## config.mk

```make
export PLATFORM = sky130hd
export DESIGN_NAME = hazard_ctrl
export DESIGN_NICKNAME = d
export VERILOG_FILES = /design/src/rtl/pipe_pkg.sv /design/src/rtl/sat_counter.sv /design/src/rtl/hazard_ctrl.sv
export SDC_FILE = /design/constraint.sdc
export NUM_CORES = 1
export LEC_CHECK = 0
export ABC_AREA = 1
export BUFFER_PORTS_ARGS = -buffer_cell sky130_fd_sc_hd__buf_2
export CAP_MARGIN = 20
export CORE_ASPECT_RATIO = 0.7
export CORE_MARGIN = 2
export CORE_UTILIZATION = 57
export DETAILED_ROUTE_END_ITERATION = 16
export PLACE_DENSITY = 0.82
export SLEW_MARGIN = 20
export SYNTH_ARGS = -nofsm -noshare
export SYNTH_HDL_FRONTEND = slang
export SYNTH_SLANG_ARGS = --single-unit
```

## constraint.sdc

```tcl
create_clock -name clk -period 4.9 [get_ports clk]
set_input_delay 0.735 -clock clk [delete_from_list [all_inputs] [get_ports clk]]
set_output_delay 0.735 -clock clk [all_outputs]
set_load 0.01 [all_outputs]
```

## src/rtl/pipe_pkg.sv

```systemverilog
// rtl/pipe_pkg.sv - shared pipeline constants, hazard-controller state encoding, load-use helper
package pipe_pkg;

    localparam int REG_W = 5;

    typedef enum logic [1:0] {
        ST_RUN   = 2'd0,
        ST_DRAIN = 2'd1,
        ST_HALT  = 2'd2
    } state_t;

    // x0 is hard-wired zero, so a load targeting it can never feed a consumer
    function automatic logic load_use(
        input logic             ex_mem_read,
        input logic [REG_W-1:0] ex_rd,
        input logic             use_rs1,
        input logic [REG_W-1:0] rs1,
        input logic             use_rs2,
        input logic [REG_W-1:0] rs2
    );
        return ex_mem_read && (ex_rd != '0) &&
               ((use_rs1 && (rs1 == ex_rd)) || (use_rs2 && (rs2 == ex_rd)));
    endfunction

endpackage

```

## src/rtl/sat_counter.sv

```systemverilog
// rtl/sat_counter.sv - saturating up-counter with asynchronous clear
module sat_counter #(
    parameter int W = 16
) (
    input  logic         clk,
    input  logic         rst,
    input  logic         inc,
    output logic [W-1:0] q
);

    logic [W-1:0] r_q;

    always_ff @(posedge clk or posedge rst) begin
        if (rst) begin
            r_q <= '0;
        end else if (inc && (r_q != {W{1'b1}})) begin
            r_q <= r_q + 1'b1;
        end
    end

    assign q = r_q;

endmodule

```

## src/rtl/hazard_ctrl.sv

```systemverilog
// rtl/hazard_ctrl.sv - stall/flush scheduler for the 5-stage RV32I pipeline
module hazard_ctrl
    import pipe_pkg::*;
#(
    parameter int CNT_W        = 16,
    parameter int DRAIN_CYCLES = 2
) (
    input  logic             clk,
    input  logic             rst,
    input  logic [REG_W-1:0] id_rs1,
    input  logic [REG_W-1:0] id_rs2,
    input  logic             id_use_rs1,
    input  logic             id_use_rs2,
    input  logic [REG_W-1:0] ex_rd,
    input  logic             ex_mem_read,
    input  logic             ex_jump,
    input  logic             ex_halt,
    input  logic             mem_busy,
    input  logic             resume,
    output logic             pc_stop,
    output logic             ifid_stop,
    output logic             ifid_flush,
    output logic             idex_flush,
    output logic             freeze,
    output logic             halted,
    output logic [CNT_W-1:0] stall_cnt,
    output logic [CNT_W-1:0] flush_cnt
);

    localparam int DW_RAW = $clog2(DRAIN_CYCLES + 1);
    localparam int DW     = (DW_RAW < 1) ? 1 : DW_RAW;
    localparam logic [DW-1:0] DRAIN_LOAD = DW'(DRAIN_CYCLES);

    state_t        r_state;
    logic [DW-1:0] r_drain;
    logic          w_load_use;

    assign w_load_use = load_use(ex_mem_read, ex_rd, id_use_rs1, id_rs1, id_use_rs2, id_rs2);

    always_ff @(posedge clk or posedge rst) begin
        if (rst) begin
            r_state <= ST_RUN;
            r_drain <= '0;
        end else begin
            case (r_state)
                ST_RUN: begin
                    if (!mem_busy && ex_halt) begin
                        r_state <= ST_DRAIN;
                        r_drain <= DRAIN_LOAD;
                    end
                end
                ST_DRAIN: begin
                    // A count of 0 also exits so a zero-length drain cannot lock up
                    if (!mem_busy) begin
                        if (r_drain <= DW'(1)) begin
                            r_state <= ST_HALT;
                            r_drain <= '0;
                        end else begin
                            r_drain <= r_drain - DW'(1);
                        end
                    end
                end
                ST_HALT: begin
                    if (resume) begin
                        r_state <= ST_RUN;
                    end
                end
                default: begin
                    r_state <= ST_RUN;
                    r_drain <= '0;
                end
            endcase
        end
    end

    always_comb begin
        pc_stop    = 1'b0;
        ifid_stop  = 1'b0;
        ifid_flush = 1'b0;
        idex_flush = 1'b0;
        freeze     = 1'b0;
        halted     = 1'b0;
        if (!rst) begin
            case (r_state)
                ST_RUN: begin
                    if (mem_busy) begin
                        freeze    = 1'b1;
                        pc_stop   = 1'b1;
                        ifid_stop = 1'b1;
                    end else if (ex_halt) begin
                        pc_stop    = 1'b1;
                        ifid_flush = 1'b1;
                        idex_flush = 1'b1;
                    end else if (ex_jump) begin
                        // A coincident load-use belongs to the wrong path and is dropped
                        ifid_flush = 1'b1;
                        idex_flush = 1'b1;
                    end else if (w_load_use) begin
                        pc_stop    = 1'b1;
                        ifid_stop  = 1'b1;
                        idex_flush = 1'b1;
                    end
                end
                ST_DRAIN: begin
                    pc_stop    = 1'b1;
                    ifid_flush = 1'b1;
                    idex_flush = 1'b1;
                    freeze     = mem_busy;
                end
                ST_HALT: begin
                    freeze    = 1'b1;
                    pc_stop   = 1'b1;
                    ifid_stop = 1'b1;
                    halted    = 1'b1;
                end
                default: ;
            endcase
        end
    end

    sat_counter #(.W(CNT_W)) u_stall_cnt (
        .clk (clk),
        .rst (rst),
        .inc (pc_stop),
        .q   (stall_cnt)
    );

    sat_counter #(.W(CNT_W)) u_flush_cnt (
        .clk (clk),
        .rst (rst),
        .inc (ifid_flush),
        .q   (flush_cnt)
    );

endmodule

```

After elaboration in Yosys (flattened, before gate mapping)
Cells that the tools add are included.

storage, ports and cells
  register bits after elaboration = 36
  input bits = 24
  logic and storage cells = 67

cells by class
  add/subtract/negate cells = 3
  $lt $le $gt $ge = 1
  equal/unequal tests = 10
  mux-type cells = 34
  bitwise gates (word level) = 1
  reductions and logical operators = 14

operators with widths
  operator                                              number
  adder 16 x 1 -> 16 bit (second input constant)        2
  != test 16 bit (second input constant)                2
  two-way mux 1 bit                                     20
  two-way mux 2 bit                                     7
  case mux 2 bit (3 select lines)                       2
  equality test 5 bit                                   2
  != test 2 bit (second input constant)                 4
  case mux 1 bit (2 select lines)                       4
  logical AND 1 bit                                     7
  nonzero test 5 bit                                    1
  AND reduction 4 bit                                   1
  case mux 1 bit (3 select lines)                       1
  AND reduction 3 bit                                   1
  equality test 2 x 1 -> 1 bit (second input constant)  1
  equality test 2 bit (second input constant)           1
  <= comparator 2 x 1 -> 1 bit (second input constant)  1
  logical NOT 2 bit                                     1
  OR reduction 2 bit                                    1
  subtractor 2 x 1 -> 2 bit (second input constant)     1
  logical NOT 1 bit                                     1
  logical OR 1 bit                                      1
  inverter 1 bit                                        1

Longest topological paths before layout
Gate-level depths: netlist (run 1).

  word-level depth = 11
  gate-level depth with buffers = 14

Modules after synthesis
From an unflattened synthesis (run 1), not the netlist that was laid out.

unflattened totals
  cells, all modules = 405
  area, all modules = 2723.9 µm²

modules (own cells, without submodules)
  module       instances  cells an instance  area each (µm²)  seq. area each (µm²)
  sat_counter  2          150                1069.8           400.4
  hazard_ctrl  1          105                584.3            100.1

Worst setup path after synthesis (run 1)
Ideal clock, no wire load.

  path kind = input -> output
  start point = in rst
  end point = out freeze
  arrival time = 1.971 ns
  required time = 4.165 ns
  slack = 2.194 ns
  stages on the path = 3
  cells stage by stage = inv_1 o21ai_0 a21oi_1

between the ends
  longest elaborated chain between the ends = 1

RTL lines
  what               line               text
  start, declared    hazard_ctrl.sv:9   input logic rst,
  two-way mux 1 bit  hazard_ctrl.sv:83  if (!rst) begin
  end, declared      hazard_ctrl.sv:24  output logic freeze,

No other way between the ends.

Worst setup path in the final report (run 1)
Ends and elaborated chain as after synthesis.

==> run summary, run 1 <==
Nature of the critical path endpoint - output pin
Slew Limit Fails - 0
Period minus WS final - 2.843 ns
Worst hold-check path type - flip-flop to flip-flop
Placeable Area - 3970 um2
Mux cell area share after synthesis - 0.004705
Flops & latches, synth - 36
Synth Area in XOR/XNOR - 0.08050
Leakage power - 1.556 nW
Syn Area/Cell - 7.527 um2
Post_cts resized - 0
Via density - 5.321
Port Buf Inserts - 61
Layout cells sized above 1 - 0.2396
Chip width - 81.45 um
Peak supply drop - 0.2895 mV
Total CTS buffers - 5
Setup total negative slack - 0 ns
Row count - 19
Initial core utilization - 0.6029
Clock Latency Late Sink - 0.28 ns
Yosys warning total - 0
CTS tree - done
Netlist cell types - 32
Worst Setup Start Kind - input pin
Max_cap viols - 0
Area grow syn2layout - 18.87%
Cell taking the most area after synthesis - dfrtp_1
Residual DRC count - 0
Mapped Nets - 348
Cell Pwr Density - 373.6 nW/um2
Synth top area share - 0.3764
Nets - 414
H-tree level count - 2
Most common cell in the netlist - nand2_1
Final hold vios - 0
Drt total wl - 5.393 mm
Fraction of registers with async set or reset after synthesis - 1.000
Required @ worst endpoint - 4.16 ns
Clk sinks - 36
Starting DRT DRC Count - 149
Peak Freq - 0.3517 GHz
# Post-CTS Setup Buffers - 0
Synthesized instance count - 318
Clock Skew - 0.003720 ns
First-pass DRT Iterations - 5
Die height - 58.22 um
CP max FO - 27
Crit path arrival time - 2.11 ns
Compound-cell area share of the yosys netlist - 0.04443
Fin util - 0.7167
DP Wirelength - 4.093 mm
Antenna violations before repair - 0
Simple-gate share of the synthesized area - 0.3717
Via Count - 2,320
Synth Area in Adders - 0.03136
Clk buf depth - 2
Status - complete, no violations
Root buffer cell - clkbuf_8
Placer Congestion - 0.9531
Final setup fails - 0
Fin crit share - 0.5803
Pin count of the biggest net entering global routing - 28
Clock transition at path regs - 0.07 ns
Main synth FF type - dfrtp_1
Post-synth EDFFs - 0
Sequential-to-total area share from yosys stat - 0.3764
Number of diodes - 0
Vias in the first global route - 2,017
Area contributors post-synth - dfrtp_1 38%, nand2_1 14%, inv_1 7.2%
Mapped cell area - 2394 um2
Max_slew headroom - 0.6846
First-pass GRT wire length - 8.873 mm
Routed len/inst - 12.37 um
Worst slew pin tran - 0.4726 ns
Final ANT Viol Nets - 0
Critical Setup Path Class - input pin to output pin
GRT overflow - 0
Largest family of logic cells by synthesized area - simple AND/OR/NAND/NOR gates
Synth cell count leaders - 87 x nand2_1, 46 x inv_1, 36 x dfrtp_1, 29 x nor2_1, 23 x nand4_1
Post-CTS Hold Fix Bufs - 0
I/O pin cnt - 62
GR Util All Layers - 0.2413
RSZ-0062 raised after global routing - no
DIE AREA - 4742 um2
[sequential cells by signal, summed over array words and instances, names as in the netlist]
register       flops
u_flush_cnt.q     16
u_stall_cnt.q     16
r_drain            2
r_state            2
[area by class of cell]
class / count / area (um2)
Multi-Input combinational cell: 228 / 1275
Tap cell: 52 / 65.06
Sequential cell: 36 / 900.9
Fill cell: 325 / 1125
Timing Repair Buffer: 63 / 320.3
Clock buffer: 7 / 96.34
Inverter: 50 / 187.7
[final timing paths]
check,slack [ns],end,depth (start not counted),from
min in group asynchronous,0.51,u_stall_cnt.q[4],2,rst
max in group asynchronous,3.68,u_flush_cnt.q[10],3,rst
worst min-delay path,0.50,u_flush_cnt.q[5],1,u_flush_cnt.q[5]
worst max register to register,2.90,u_flush_cnt.q[13],10,r_state[1]
worst max-delay path,2.06,freeze,6,rst
worst min register to register,0.50,u_flush_cnt.q[5],1,u_flush_cnt.q[5]
[per-stage QoR]
| step | hold slack [ns] | total power (W) | cells | setup slack (ns) | instance area, um2 |
|---|---|---|---|---|---|
| after detailed placement | 0.4948 | 0.0008423 | 429 | 1.991 | 2749 |
| final | 0.4996 | 0.001063 | 436 | 2.057 | 2845 |
| after global routing | 0.5424 | 0.001137 | 436 | 1.787 | 2845 |
| after global placement | 0.4790 | 0.0008276 | 429 | 2.009 | 2749 |
| after CTS | 0.5050 | 0.001069 | 436 | 1.994 | 2845 |
| after floorplan | 0.4893 | 0.0007343 | 318 | 2.194 | 2394 |
[power by group]
group	total [W]	switching (W)	leakage, nW	internal (W)
combinational	0.000431	0.000281	1.02	0.000150
sequential	0.000410	0.0000613	0.483	0.000349
clock	0.000222	0.0000970	0.0503	0.000125
[cell families (layout without fill, tap and decap cells)]
| family | after synthesis | after routing |
|---|---|---|
| buf+inv | 54 | 120 |
| flops | 36 | 36 |
| xor+xnor | 22 | 22 |
| simple gates | 183 | 183 |
| compound gates | 16 | 16 |
| fa+ha+maj | 6 | 6 |
| mux | 1 | 1 |
[metal layers]
layer  track usage  share of wire  up-vias  wire [um]
met5             0              0        -          0
met4       0.04358         0.0054        0         29
met3       0.04673          0.063        4        341
met2        0.3817           0.44       82       2387
met1        0.3509           0.49     1075       2635
li1              -              -     1159          -
[worst max-delay path, stage by stage]
cell and delay, ns:
buf_2 0.13, inv_1 0.36, buf_4 0.41, o21ai_0 0.14
a21oi_1 0.16, buf_2 0.15
[cells in the final DEF, fill, tap and decap left out]
cell,synthesis,final
nor2_2,1,1
nand3b_1,1,1
o211ai_1,1,1
buf_4,0,2
a31o_2,1,1
inv_2,4,4
a31oi_1,2,2
inv_1,46,46
nor4_2,1,1
ha_1,6,6
o21ai_1,1,1
nand3_2,2,2
clkbuf_8,0,7
a21oi_1,3,3
xor2_1,16,16
nand4_1,23,23
o21ai_0,5,5
mux2_2,1,1
a21boi_0,1,1
nand3_1,22,22
a21oi_4,1,1
nand2_2,2,2
o2111ai_1,1,1
nor2_4,3,3
nor2_1,29,29
xnor2_1,6,6
nand3_4,2,2
nand2_1,87,87
nand2_4,2,2
dfrtp_1,36,36
nor3_1,6,6
nor3_2,2,2
buf_2,0,61
Power figures use the tool's default switching activity.
==> run 2, diff against run 1 <==
--- a/config.mk
+++ b/config.mk
@@ -10,9 +10,9 @@
 export CAP_MARGIN = 20
 export CORE_ASPECT_RATIO = 0.7
 export CORE_MARGIN = 2
-export CORE_UTILIZATION = 57
+export CORE_UTILIZATION = 53
 export DETAILED_ROUTE_END_ITERATION = 16
-export PLACE_DENSITY = 0.82
+export PLACE_DENSITY = 0.77
 export SLEW_MARGIN = 20
 export SYNTH_ARGS = -nofsm -noshare
 export SYNTH_HDL_FRONTEND = slang
==> constraint.sdc (replaced) <==
create_clock -name clk -period 2.7 [get_ports clk]
set_input_delay 0.405 -clock clk [delete_from_list [all_inputs] [get_ports clk]]
set_output_delay 0.405 -clock clk [all_outputs]
set_load 0.01 [all_outputs]
==> run 2 against run 1 <==
Total power is 88% higher. Critical path depth stayed put. Clock skew is 0.0065 ns higher. First-iteration DRC count is 28% lower. Critical endpoint is now ifid_stop. Clock-buffer cell count is 2 lower. Via count is 3.4% lower. Largest power group unchanged.
==> run summary, run 2 (synthesis results as in run 1) <==
Crit path largest cell delay - 0.41 ns (about the same)
H-tree level count - 2 (unchanged)
Cell Pwr Density - 698.8 nW/um2 (+87%)
CP max FO - 4 (-85%)
Total CTS buffers - 5 (unchanged)
Clk buf depth - 2 (unchanged)
GR Util All Layers - 0.2282 (-0.01307)
CTS tree - done
Worst hold-check path type - input pin to asynchronous set/reset pin
Final Power - 0.002001 W (+88%)
Starting DRT DRC Count - 108 (-28%)
Slew Limit Fails - 0 (unchanged)
Nature of the critical path endpoint - output pin
Vias in the first global route - 1,981 (-1.8%)
Most frequent cell on the critical path - inv_1
RR Startpoint - r_state[1]
Required @ worst endpoint - 2.30 ns (-1.86 ns)
Placeable Area - 4329 um2 (+9.0%)
Worst slew pin tran - 0.4543 ns (-0.01823 ns)
Root buffer cell - clkbuf_8
Placer Congestion - 0.9608 (+0.81%)
Via density - 5.093 (-4.3%)
Area grow syn2layout - 19.66%
Clock Skew - 0.01021 ns (+0.006488 ns)
Initial core utilization - 0.5529 (-0.05001)
Worst Setup Start Kind - flip-flop
Nets - 414 (unchanged)
Peak Freq - 0.4826 GHz
Peak supply drop - 0.5308 mV (+83%)
Max_cap viols - 0 (unchanged)
# Post-CTS Setup Buffers - 0 (unchanged)
Period minus WS final - 2.072 ns
Crit path cell chain - inv_1 > ha_1 > inv_1 > a21oi_1 > a31o_2 > buf_2
Drt total wl - 5.441 mm (+0.89%)
GRT overflow - 0 (unchanged)
CP startpoint - r_state[1]
Post-DP Area - 2753 um2 (+0.14%)
Die height - 60.23 um (+3.5%)
Leakage power - 1.560 nW (+0.24%)
First-pass GRT wire length - 9.163 mm (+3.3%)
Pin count of the biggest net entering global routing - 37 (+32%)
I/O pin cnt - 62 (unchanged)
Commonest cells after routing, fill and taps aside - 87 x nand2_1, 61 x buf_2, 46 x inv_1
DIE AREA - 5078 um2 (+7.1%)
Antenna violations before repair - 0 (unchanged)
Layout cells sized above 1 - 0.2416 (+0.001975)
Crit path arrival time - 1.67 ns (-0.44 ns)
Worst path slowest cell - dfrtp_1
Final hold vios - 0 (unchanged)
Routed len/inst - 12.37 um (about the same)
Commonest non-fill, non-tap cell in the layout - nand2_1
Number of diodes - 0 (unchanged)
Post_cts resized - 0 (unchanged)
Final setup fails - 0 (unchanged)
Port Buf Inserts - 61 (unchanged)
RSZ-0062 raised after global routing - no
Final ANT Viol Nets - 0 (unchanged)
Max_slew headroom - 0.6971 (+0.01250)
Clk sinks - 36 (unchanged)
Fin crit share - 0.7674
Clock Latency Late Sink - 0.29 ns (about the same)
DP Wirelength - 4.047 mm (-1.1%)
Status - complete, no violations
Post-CTS Hold Fix Bufs - 0 (unchanged)
Setup total negative slack - 0 ns (unchanged)
Residual DRC count - 0 (unchanged)
Critical Setup Path Class - flip-flop to output pin
Clock transition at path regs - 0.08 ns (about the same)
Chip width - 84.32 um (+3.5%)
Post-Layout Inst Area - 2864 um2 (+0.66%)
Row count - 20 (+1)
Via Count - 2,241 (-3.4%)
First-pass DRT Iterations - 4 (-1)
## run 2: layer usage
metal	vias up	part of all wire	track usage
met5	-	0	0
met4	0	0.0070	0.05991
met3	4	0.057	0.05525
met2	58	0.42	0.3367
met1	1022	0.51	0.3365
li1	1157	-	-
## run 2: final timing paths
check	end	slack, ns	depth (start not counted)
min reg2reg	u_stall_cnt.q[9]	0.51	2
min	u_stall_cnt.q[15]	0.34	3
max reg2reg	u_flush_cnt.q[6]	0.79	9
min in group clk	u_stall_cnt.q[9]	0.51	2
max in group asynchronous	r_drain[0]	2.03	3
max	ifid_stop	0.63	6
## run 2: final cells by class
cell class / count / area [um2]
Timing Repair Buffer: 63 / 320.3
Fill cell: 395 / 1465
Multi-Input combinational cell: 228 / 1275
Tap cell: 55 / 68.82
Sequential cell: 36 / 900.9
Clock buffer: 5 / 68.82
Clock inverter: 3 / 42.54
Inverter: 50 / 187.7
## run 2: critical path, delay by kind of cell (launching register included)
family | cells | cell delay, ns
AOI/OAI and AO/OA | 2 | 0.39
adders and majority gates | 1 | 0.25
DFF | 1 | 0.41
buffers and inverters | 3 | 0.34
## run 2: report_power, final
part | total, W | switching [W] | internal [W]
Combinational | 0.000783 | 0.000510 | 0.000274
Clock | 0.000476 | 0.000203 | 0.000273
Sequential | 0.000742 | 0.000109 | 0.000633
## run 2: per-stage QoR
| stage | instances | hold slack [ns] | setup WS (ns) | utilization |
|---|---|---|---|---|
| floorplan | 318 | 0.4893 | 0.6543 | - |
| global placement | 432 | 0.4795 | 0.8092 | 0.6358 |
| detailed placement | 432 | 0.4902 | 0.7995 | 0.6358 |
| CTS | 440 | 0.3489 | 0.6475 | 0.6616 |
| global route | 440 | 0.3919 | 0.5225 | 0.6616 |
| finish | 440 | 0.3425 | 0.6281 | 0.6616 |
==> run 3, diff against run 2 <==
--- a/config.mk
+++ b/config.mk
@@ -10,9 +10,9 @@
 export CAP_MARGIN = 20
 export CORE_ASPECT_RATIO = 0.7
 export CORE_MARGIN = 2
-export CORE_UTILIZATION = 53
+export CORE_UTILIZATION = 48
 export DETAILED_ROUTE_END_ITERATION = 16
-export PLACE_DENSITY = 0.77
+export PLACE_DENSITY = 0.73
 export SLEW_MARGIN = 20
 export SYNTH_ARGS = -nofsm -noshare
 export SYNTH_HDL_FRONTEND = slang
==> constraint.sdc (replaced) <==
create_clock -name clk -period 1.8 [get_ports clk]
set_input_delay 0.27 -clock clk [delete_from_list [all_inputs] [get_ports clk]]
set_output_delay 0.27 -clock clk [all_outputs]
set_load 0.01 [all_outputs]
==> run 3 against run 2 <==
Register-to-register slack worse by 0.73 ns. Critical path depth unchanged. Hold slack got worse by 0.24 ns. First-iteration DRC count up 130%. Clock-buffer cell count rose by 2. Combinational power is 88% higher. Sequential power grew 50%. Core utilization fell by 1.4 points. Routed wire length grew 12%. Highest routed layer unchanged. Design area is 8.1% higher.
==> run summary, run 3 (synthesis results as in run 1) <==
RSZ-0062 raised after global routing - yes
GRT overflow - 0 (unchanged)
Residual DRC count - 0 (unchanged)
Root buffer cell - clkbuf_8
Largest delay share family, worst path - flip-flops
Drt total wl - 6.102 mm (+12%)
DIE AREA - 5576 um2 (+9.8%)
Required @ worst endpoint - 1.53 ns (-0.77 ns)
Commonest non-fill, non-tap cell in the layout - nand2_1
Slew Limit Fails - 0 (unchanged)
CTS tree - done
Clock Latency Late Sink - 0.29 ns (about the same)
Part of the power in the clock network - 0.196 (-0.042)
DP Wirelength - 4.407 mm (+8.9%)
Worst Setup Start Kind - flip-flop
Die height - 63.08 um (+4.7%)
Total CTS buffers - 5 (unchanged)
Peak Freq - 0.5622 GHz
Nature of the critical path endpoint - output pin
Status - complete, no violations
Dpl cells - 454 (+5.1%)
Clk buf depth - 2 (unchanged)
GR Util All Layers - 0.2291 (+0.0008334)
Period minus WS final - 1.779 ns
Port Buf Inserts - 61 (unchanged)
Sw Share - 0.4162 (+0.005674)
Number of diodes - 0 (unchanged)
Fin crit share - 0.9882
Crit path arrival time - 1.51 ns (-0.16 ns)
Internal Pwr Total - 0.001871 W (+59%)
Switch Pwr - 0.001334 W (+62%)
CP max FO - 3 (-1)
Layout cells sized above 1 - 0.3100 (+0.06844)
Antenna violations before repair - 0 (unchanged)
First-pass DRT Iterations - 4 (unchanged)
Final setup fails - 0 (unchanged)
First-pass GRT wire length - 10.03 mm (+9.5%)
Critical Setup Path Class - flip-flop to output pin
Clock Skew - 0.007696 ns (-0.002512 ns)
Commonest cells after routing, fill and taps aside - 84 x nand2_1, 60 x buf_2, 42 x inv_1
Peak supply drop - 0.5692 mV (+7.2%)
Fin util - 0.6473 (-0.01426)
Max_cap viols - 0 (unchanged)
Vias in the first global route - 2,173 (+9.7%)
Worst slew pin tran - 0.3752 ns (-0.07911 ns)
Worst hold-check path type - input pin to asynchronous set/reset pin
Chip width - 88.40 um (+4.8%)
Pin count of the biggest net entering global routing - 30 (-19%)
Area grow syn2layout - 29.33%
Crit path largest cell delay - 0.40 ns (about the same)
Register share of total power - 0.345 (-0.025)
Clk sinks - 36 (unchanged)
Final hold vios - 0 (unchanged)
Max_slew headroom - 0.7499 (+0.05274)
Combinational share of power - 0.460 (+0.069)
Crit path cell chain - buf_4 > ha_1 > inv_2 > nor2_1 > a31o_2 > buf_6
Finished Layout Cells - 469 (+6.6%)
Starting DRT DRC Count - 245 (+130%)
RR Startpoint - r_state[1]
Buf+Inv Stages, Crit Path - 3 (unchanged)
Placer Congestion - 1.008 (+4.9%)
Initial core utilization - 0.5005 (-0.05237)
Cell Pwr Density - 1035 nW/um2 (+48%)
I/O pin cnt - 62 (unchanged)
Leakage power - 1.669 nW (+7.0%)
Post-DP Area - 2845 um2 (+3.4%)
Nets - 430 (+3.9%)
H-tree level count - 2 (unchanged)
CP startpoint - r_state[1]
Post-Layout Inst Area - 3095 um2 (+8.1%)
Worst path slowest cell - dfrtp_1
Row count - 21 (+5.0%)
Via Count - 2,371 (+5.8%)
Routed len/inst - 13.01 um (+5.2%)
Clock transition at path regs - 0.07 ns (about the same)
Placeable Area - 4782 um2 (+10%)
Final ANT Viol Nets - 0 (unchanged)
Via density - 5.055 (-0.74%)
-- run 3: power groups by stage --
stage	registers [W]	logic [W]	clock network (W)
2_1_floorplan	0.00114	0.000863	0
3_3_place_gp	0.00111	0.00123	0
3_5_place_dp	0.00111	0.00127	0
4_1_cts	0.00109	0.00136	0.000643
5_1_grt	0.00112	0.00165	0.000693
6_report	0.00111	0.00147	0.000627
-- run 3: area by class of cell --
type | count | area [um2]
inverter | 50 | 190.2
sequential | 36 | 900.9
fill | 429 | 1687
clock buffer | 7 | 96.34
multi-input combinational | 230 | 1374
tap | 69 | 86.33
timing repair buffer | 77 | 447.9
-- run 3: worst paths after layout --
| kind | endpoint | slack, ns | cells past startpoint |
|---|---|---|---|
| max | ifid_stop | 0.02 | 6 |
| min | u_stall_cnt.q[14] | 0.10 | 3 |
| max reg2reg | u_flush_cnt.q[13] | 0.06 | 10 |
| min reg2reg | u_flush_cnt.q[5] | 0.49 | 1 |
| max in group asynchronous | u_flush_cnt.q[4] | 1.30 | 3 |
| min in group clk | r_state[0] | 0.45 | 4 |
-- run 3: layer usage --
layer / share of wire / track usage
met5: 0 / 0
met4: 0.0087 / 0.04735
met3: 0.071 / 0.05898
met2: 0.44 / 0.3252
met1: 0.48 / 0.3521
-- run 3: worst register-to-register path, cell delays in order (launching register included) --
cell	delay (ns)
dfrtp_1	0.40
inv_2	0.10
ha_4	0.14
o211ai_1	0.15
a21oi_4	0.23
nand2_4	0.10
nor2_4	0.12
nand2_2	0.08
nor2_4	0.11
nand2_2	0.06
xnor2_1	0.16
-- run 3: timing repair --
item	in CTS	in global routing
gates cloned	0	2
setup buffers	3	3
hold buffers	0	0
setup endpoints to repair	5	19
resized for setup	7	18
pin swaps	1	13
hold endpoints to repair	0	0
-- run 3: metrics by stage --
| stage | TNS (ns) | hold WS [ns] | setup WS (ns) | power (W) |
|---|---|---|---|---|
| final | 0 | 0.1013 | 0.02115 | 0.003204 |
| after global routing | -0.2228 | 0.09944 | -0.06140 | 0.003459 |
| after CTS | 0 | 0.08382 | 0.01179 | 0.003090 |
| after detailed placement | -0.0001027 | 0.3974 | -0.0001027 | 0.002387 |
| after global placement | 0 | 0.3998 | 0.1052 | 0.002340 |
| after floorplan | 0 | 0.4515 | 0.02433 | 0.002001 |
